==> src/rtl/icap_pkg.sv <==
// -----------------------------------------------------------------------------
// icap_pkg
// Shared definitions for the multiboot ICAP reprogram controller.
//   - Logical (un-swapped) ICAP command words used by the IPROG sequence.
//   - State encoding of the sequencing FSM.
// No ports: package only.
// -----------------------------------------------------------------------------
package icap_pkg;

  localparam logic [31:0] ICAP_DUMMY     = 32'hFFFF_FFFF;
  localparam logic [31:0] ICAP_SYNC      = 32'hAA99_5566;
  localparam logic [31:0] ICAP_NOOP      = 32'h2000_0000;
  localparam logic [31:0] ICAP_WR_WBSTAR = 32'h3002_0001;
  localparam logic [31:0] ICAP_WR_CMD    = 32'h3000_8001;
  localparam logic [31:0] ICAP_IPROG     = 32'h0000_000F;

  typedef enum logic [3:0] {
    ST_IDLE,
    ST_DUMMY,
    ST_SYNC,
    ST_NOOP1,
    ST_WR_WBSTAR,
    ST_WBSTAR_DATA,
    ST_WR_CMD,
    ST_IPROG,
    ST_NOOP2,
    ST_DONE
  } icap_state_t;

endpackage

==> src/rtl/icap_multiboot_ctrl_byte_swap.sv <==
// -----------------------------------------------------------------------------
// icap_byte_swap
// Combinational per-byte bit reversal required by the ICAPE2 data bus:
// swapped[8k+j] = word[8k+7-j].
// Ports:
//   word    in  32  logical command word
//   swapped out 32  bit-swapped word for the ICAP I bus
// -----------------------------------------------------------------------------
module icap_byte_swap (
  input  logic [31:0] word,
  output logic [31:0] swapped
);

  always_comb begin
    swapped = '0;
    for (int k = 0; k < 4; k++) begin
      for (int j = 0; j < 8; j++) begin
        swapped[8*k+j] = word[8*k+7-j];
      end
    end
  end

endmodule

==> src/rtl/icap_multiboot_ctrl.sv <==
// -----------------------------------------------------------------------------
// icap_multiboot_ctrl
// Issues an IPROG sequence through registered ICAP ports. The warm-boot start
// address comes from a runtime-selected image slot:
// IMAGE_BASE + image_sel * IMAGE_STRIDE (modulo 2^32, bits 31:29 dropped).
// The ICAPE2 primitive lives in the wrapper, which clocks it with ~clk.
//
// Optional feature macro: REPROG_ARM_EN
//   Defined  : a trigger is only accepted within ARM_WINDOW cycles of an arm
//              pulse seen in IDLE; otherwise the trigger is rejected with err.
//   Undefined: arm is ignored and trigger acts directly.
//
// Ports:
//   clk        in   1      system clock
//   reset_n    in   1      synchronous active-low reset
//   trigger    in   1      single-cycle reprogram request
//   image_sel  in   SEL_W  slot index, sampled on the accepted trigger
//   arm        in   1      arm pulse (REPROG_ARM_EN only)
//   icap_csib  out  1      ICAP chip select, active low
//   icap_rdwrb out  1      ICAP read/write select, always write (0)
//   icap_data  out  32     ICAP I bus, bit-swapped within each byte
//   busy       out  1      high from accepted trigger until reset
//   done       out  1      high once the final NOOP has been presented
//   err        out  1      one-cycle pulse when a trigger is rejected
// -----------------------------------------------------------------------------
module icap_multiboot_ctrl
  import icap_pkg::*;
#(
  parameter int unsigned NUM_DUMMY      = 1,
  parameter int unsigned NUM_IMAGES     = 4,
  parameter int unsigned SEL_W          = 2,
  parameter logic [31:0] IMAGE_BASE     = 32'h0000_0000,
  parameter logic [31:0] IMAGE_STRIDE   = 32'h0040_0000,
  parameter logic [1:0]  WBSTAR_RS      = 2'b00,
  parameter logic        WBSTAR_RS_TS_B = 1'b0,
  parameter int unsigned ARM_WINDOW     = 1024
) (
  input  logic             clk,
  input  logic             reset_n,
  input  logic             trigger,
  input  logic [SEL_W-1:0] image_sel,
  input  logic             arm,
  output logic             icap_csib,
  output logic             icap_rdwrb,
  output logic [31:0]      icap_data,
  output logic             busy,
  output logic             done,
  output logic             err
);

  icap_state_t state;
  logic [3:0]  dummy_cnt;
  logic [31:0] wbstar_word;
  logic [31:0] word;
  logic [31:0] slot_addr;
  logic        sel_ok;
  logic        armed;
  logic        accept;

  assign icap_rdwrb = 1'b0;
  assign sel_ok     = 32'(image_sel) < 32'(NUM_IMAGES);
  assign slot_addr  = IMAGE_BASE + 32'(image_sel) * IMAGE_STRIDE;
  assign accept     = (state == ST_IDLE) && trigger && sel_ok && armed;

`ifdef REPROG_ARM_EN
  localparam int unsigned ARM_CW = $clog2(ARM_WINDOW + 1);
  logic [ARM_CW-1:0] arm_cnt;

  // An arm in the same cycle as a trigger reloads the window but does not
  // count as armed for that trigger.
  assign armed = (arm_cnt != '0) && !arm;

  always_ff @(posedge clk) begin
    if (!reset_n) begin
      arm_cnt <= '0;
    end else if (state == ST_IDLE) begin
      if (arm)
        arm_cnt <= ARM_CW'(ARM_WINDOW);
      else if (accept)
        arm_cnt <= '0;
      else if (arm_cnt != '0)
        arm_cnt <= arm_cnt - 1'b1;
    end else begin
      arm_cnt <= '0;
    end
  end
`else
  logic unused_arm;
  assign armed      = 1'b1;
  assign unused_arm = arm ^ ARM_WINDOW[0];
`endif

  // Each state presents its word at the next edge, so the output register
  // lags the state by one cycle; DONE leaves the last NOOP on the bus.
  always_ff @(posedge clk) begin
    if (!reset_n) begin
      state       <= ST_IDLE;
      icap_csib   <= 1'b1;
      word        <= ICAP_DUMMY;
      busy        <= 1'b0;
      done        <= 1'b0;
      err         <= 1'b0;
      dummy_cnt   <= '0;
      wbstar_word <= '0;
    end else begin
      err <= (state == ST_IDLE) && trigger && !accept;
      case (state)
        ST_IDLE: begin
          if (accept) begin
            state       <= ST_DUMMY;
            busy        <= 1'b1;
            dummy_cnt   <= 4'(NUM_DUMMY);
            wbstar_word <= {WBSTAR_RS, WBSTAR_RS_TS_B, slot_addr[28:0]};
          end
        end
        ST_DUMMY: begin
          icap_csib <= 1'b0;
          word      <= ICAP_DUMMY;
          dummy_cnt <= dummy_cnt - 4'd1;
          if (dummy_cnt == 4'd1)
            state <= ST_SYNC;
        end
        ST_SYNC: begin
          icap_csib <= 1'b0;
          word      <= ICAP_SYNC;
          state     <= ST_NOOP1;
        end
        ST_NOOP1: begin
          icap_csib <= 1'b0;
          word      <= ICAP_NOOP;
          state     <= ST_WR_WBSTAR;
        end
        ST_WR_WBSTAR: begin
          icap_csib <= 1'b0;
          word      <= ICAP_WR_WBSTAR;
          state     <= ST_WBSTAR_DATA;
        end
        ST_WBSTAR_DATA: begin
          icap_csib <= 1'b0;
          word      <= wbstar_word;
          state     <= ST_WR_CMD;
        end
        ST_WR_CMD: begin
          icap_csib <= 1'b0;
          word      <= ICAP_WR_CMD;
          state     <= ST_IPROG;
        end
        ST_IPROG: begin
          icap_csib <= 1'b0;
          word      <= ICAP_IPROG;
          state     <= ST_NOOP2;
        end
        ST_NOOP2: begin
          icap_csib <= 1'b0;
          word      <= ICAP_NOOP;
          state     <= ST_DONE;
        end
        ST_DONE: begin
          icap_csib <= 1'b1;
          done      <= 1'b1;
        end
        default: state <= ST_IDLE;
      endcase
    end
  end

  icap_byte_swap u_byte_swap (
    .word    (word),
    .swapped (icap_data)
  );

endmodule

==> config.mk <==
export PLATFORM = sky130hd
export DESIGN_NAME = icap_multiboot_ctrl
export DESIGN_NICKNAME = d
export VERILOG_FILES = /design/src/rtl/icap_pkg.sv /design/src/rtl/icap_multiboot_ctrl_byte_swap.sv /design/src/rtl/icap_multiboot_ctrl.sv
export SDC_FILE = /design/constraint.sdc
export NUM_CORES = 1
export LEC_CHECK = 0
export CORE_MARGIN = 2
export CORE_UTILIZATION = 41
export DETAILED_ROUTE_END_ITERATION = 7
export PLACE_DENSITY = 0.86
export REMOVE_ABC_BUFFERS = 1
export SKIP_CTS_REPAIR_TIMING = 1
export SLEW_MARGIN = 20
export SYNTH_ARGS = -nofsm -noshare
export SYNTH_HDL_FRONTEND = slang
export SYNTH_SLANG_ARGS = --single-unit
==> constraint.sdc <==
create_clock -name clk -period 1.5 [get_ports clk]
set_input_delay 0.225 -clock clk [delete_from_list [all_inputs] [get_ports clk]]
set_output_delay 0.225 -clock clk [all_outputs]
set_load 0.005 [all_outputs]
==> results <==
-- routing by layer --
| metal | part of all wire [%] | GRT usage [%] | up-vias |
|---|---|---|---|
| met5 | 0 | 0 | - |
| li1 | - | - | 628 |
| met3 | 4.7 | 4.62 | 2 |
| met4 | 0.53 | 2.74 | 0 |
| met2 | 50 | 28.3 | 33 |
| met1 | 45 | 23.3 | 586 |
-- synth_stat cells (3+ instances only) --
master	n	share of area, %
nand2_1	5	1.4
buf_4	23	13
inv_1	6	1.7
or3_1	3	1.4
a21oi_1	18	6.6
dfxtp_1	24	35
clkbuf_1	11	3.0
nor2_1	10	2.8
nand3_1	3	1.1
o31ai_1	3	1.7
a211oi_1	4	2.2
o21ai_0	12	4.4
nand2b_1	4	1.8
nor3_1	3	1.1
-- logic make-up after synthesis --
kind of cell               share of synthesized area (%)
DFF                                                 35.3
muxes                                              0.735
AOI/OAI and AO/OA                                   26.1
and+or+nand+nor                                     17.2
adders and majority gates                           1.84
other                                              0.275
buffers and inverters                               18.6
-- critical path: stages, from the launching register on --
cell      delay (ns)
dfxtp_2         0.34
or4b_4          0.54
or3_4           0.34
a221oi_2        0.20
-- power breakdown --
part           switching [µW]  internal (µW)
registers                92.3            761
clock network             187           93.9
logic                     466            605
-- per-stage QoR --
step,setup slack (ns),utilization (%),instances,setup TNS (ns)
finish,0.0176,59.4,237,0
global placement,0.0358,55.6,234,0
floorplan,-0.393,-,132,-0.708
global route,-0.0714,59.4,237,-0.107
CTS,-0.230,56.4,237,-4.14
detailed placement,0.0107,55.6,234,0
-- path summary, 6_finish.rpt --
check	from	end	slack, ns
worst max-delay path	state[3]$_SDFFE_PN0P_	dummy_cnt[2]$_SDFFE_PN0P_	0.02
worst min-delay path	image_sel[1]	wbstar_word[23]$_SDFFE_PN0P_	0.46
worst max register to register	state[3]$_SDFFE_PN0P_	dummy_cnt[2]$_SDFFE_PN0P_	0.02
worst min register to register	wbstar_word[23]$_SDFFE_PN0P_	wbstar_word[23]$_SDFFE_PN0P_	0.49
-- flip-flops by register name (all words and copies together) (netlist names) --
signal       count
dummy_cnt        4
busy             1
word            11
icap_csib        1
wbstar_word      2
done             1
state            4
-- cell type report --
cell class	count	area [µm²]
Fill cell	299	1260
Multi-Input combinational cell	101	664
Timing Repair Buffer	58	584
Sequential cell	24	492
Tap cell	44	55.1
Inverter	7	26.3
Clock buffer	3	22.5
==> results.md <==
* Status: completed
* FFs w/ async S/R, synth at 0%
* Die Span Y at 61.7 µm
* Flops & latches, synth at 24
* TritonCTS Buffers at 3
* Worst-path fanout max at 2
* Pins Over Slew Limit at 0
* Dpl hpwl at 2210 µm
* Setup crit end kind: flop
* Io pins at 43
* Cell area after synthesis at approximately 1400 µm²
* Design Area, Final at 1840 µm²
* RSZ-0062 raised after global routing: true
* Initial Utilization at 43.9%
* Final worst path period need at 1.48 ns
* Critical path type: flop to flop
* Ys Warns at 0
* WP data required at 1.75 ns
* Die ar. at 3800 µm²
* DR vias/cell at between 5 and 6
* GPL Wtd Cong at ~0.75
* Worst vdd ir at 631 µV
* Hold slack at about 0.46 ns
* Die X at around 62 µm
* F_max at a little under 700 MHz
* CTS tree: yes
* Setup violators final at 0
* Worst Reg-to-Reg Cells at 3
* Placement Cell Area at about 1700 µm²
* Startpoint types: flop
* Most frequent cells in the layout: clkdlybuf4s50_1 (20), dfxtp_1 (19), dlymetal6s2s_1 (19), buf_4 (18), a21oi_1 (17)
* Row cnt at 20
* Post-synthesis sequential area ratio at 35.3%
* Vias in the first global route at 1133
* Via count at 1249
* Largest net degree at the start of global routing at 21
* Skew final at 0.0153 ns
* Pwr/cell area at roughly 1200 nW/µm²
* Layout area overhead at 35.4%
* Worst-skew pair later-pin latency at 0.32 ns
* First-pass GRT wire length at 5060 µm
* CTS sink cnt at 24
* Commonest non-fill, non-tap cell in the layout: clkdlybuf4s50_1
* Count of buffers from port buffering at 39
* LEAKAGE at 0.000726 µW
* Final Hold Fails at 0
* Pwr Total at 2200 µW
* Antenna diodes at 0
* Starting DRC count in detailed routing at 93
* Max_cap viols at 0
* Synth cell types at 44
* Avg Inst Size Synth at slightly above 8 µm²
* Antenna violations before repair at 0
* Post-DRT Antenna Nets at 0
* H-tree lvl count at 1
* Ys flop type: dfxtp_1
* GRT Total Usage at 17.3%
* Hold Path Class: input port to flop
* Critical Path AT at 1.73 ns
* DRT Wirelength at 3180 µm
* Pre-Repair DR Iteration Count at 4
* Clock root buffer master: clkbuf_4
* Synth Instances at 168
* Drt drc at 0
* Clock slew at reported path FFs at approximately 0.13 ns
* Hold path depth at 3
* Share of cells above drive strength 1 at 20.2%
* Wirelength per Cell at 13.4 µm
* GR Overflow Total at 0
* Number of synthesized flops with an enable pin at 0
* CORE AREA at between 3000 and 4000 µm²
* Final Cycle Share at a little over nine tenths
* Worst-case clock buffer depth at 2
* Fin nets at 203
(Power assumes the default switching activity.)
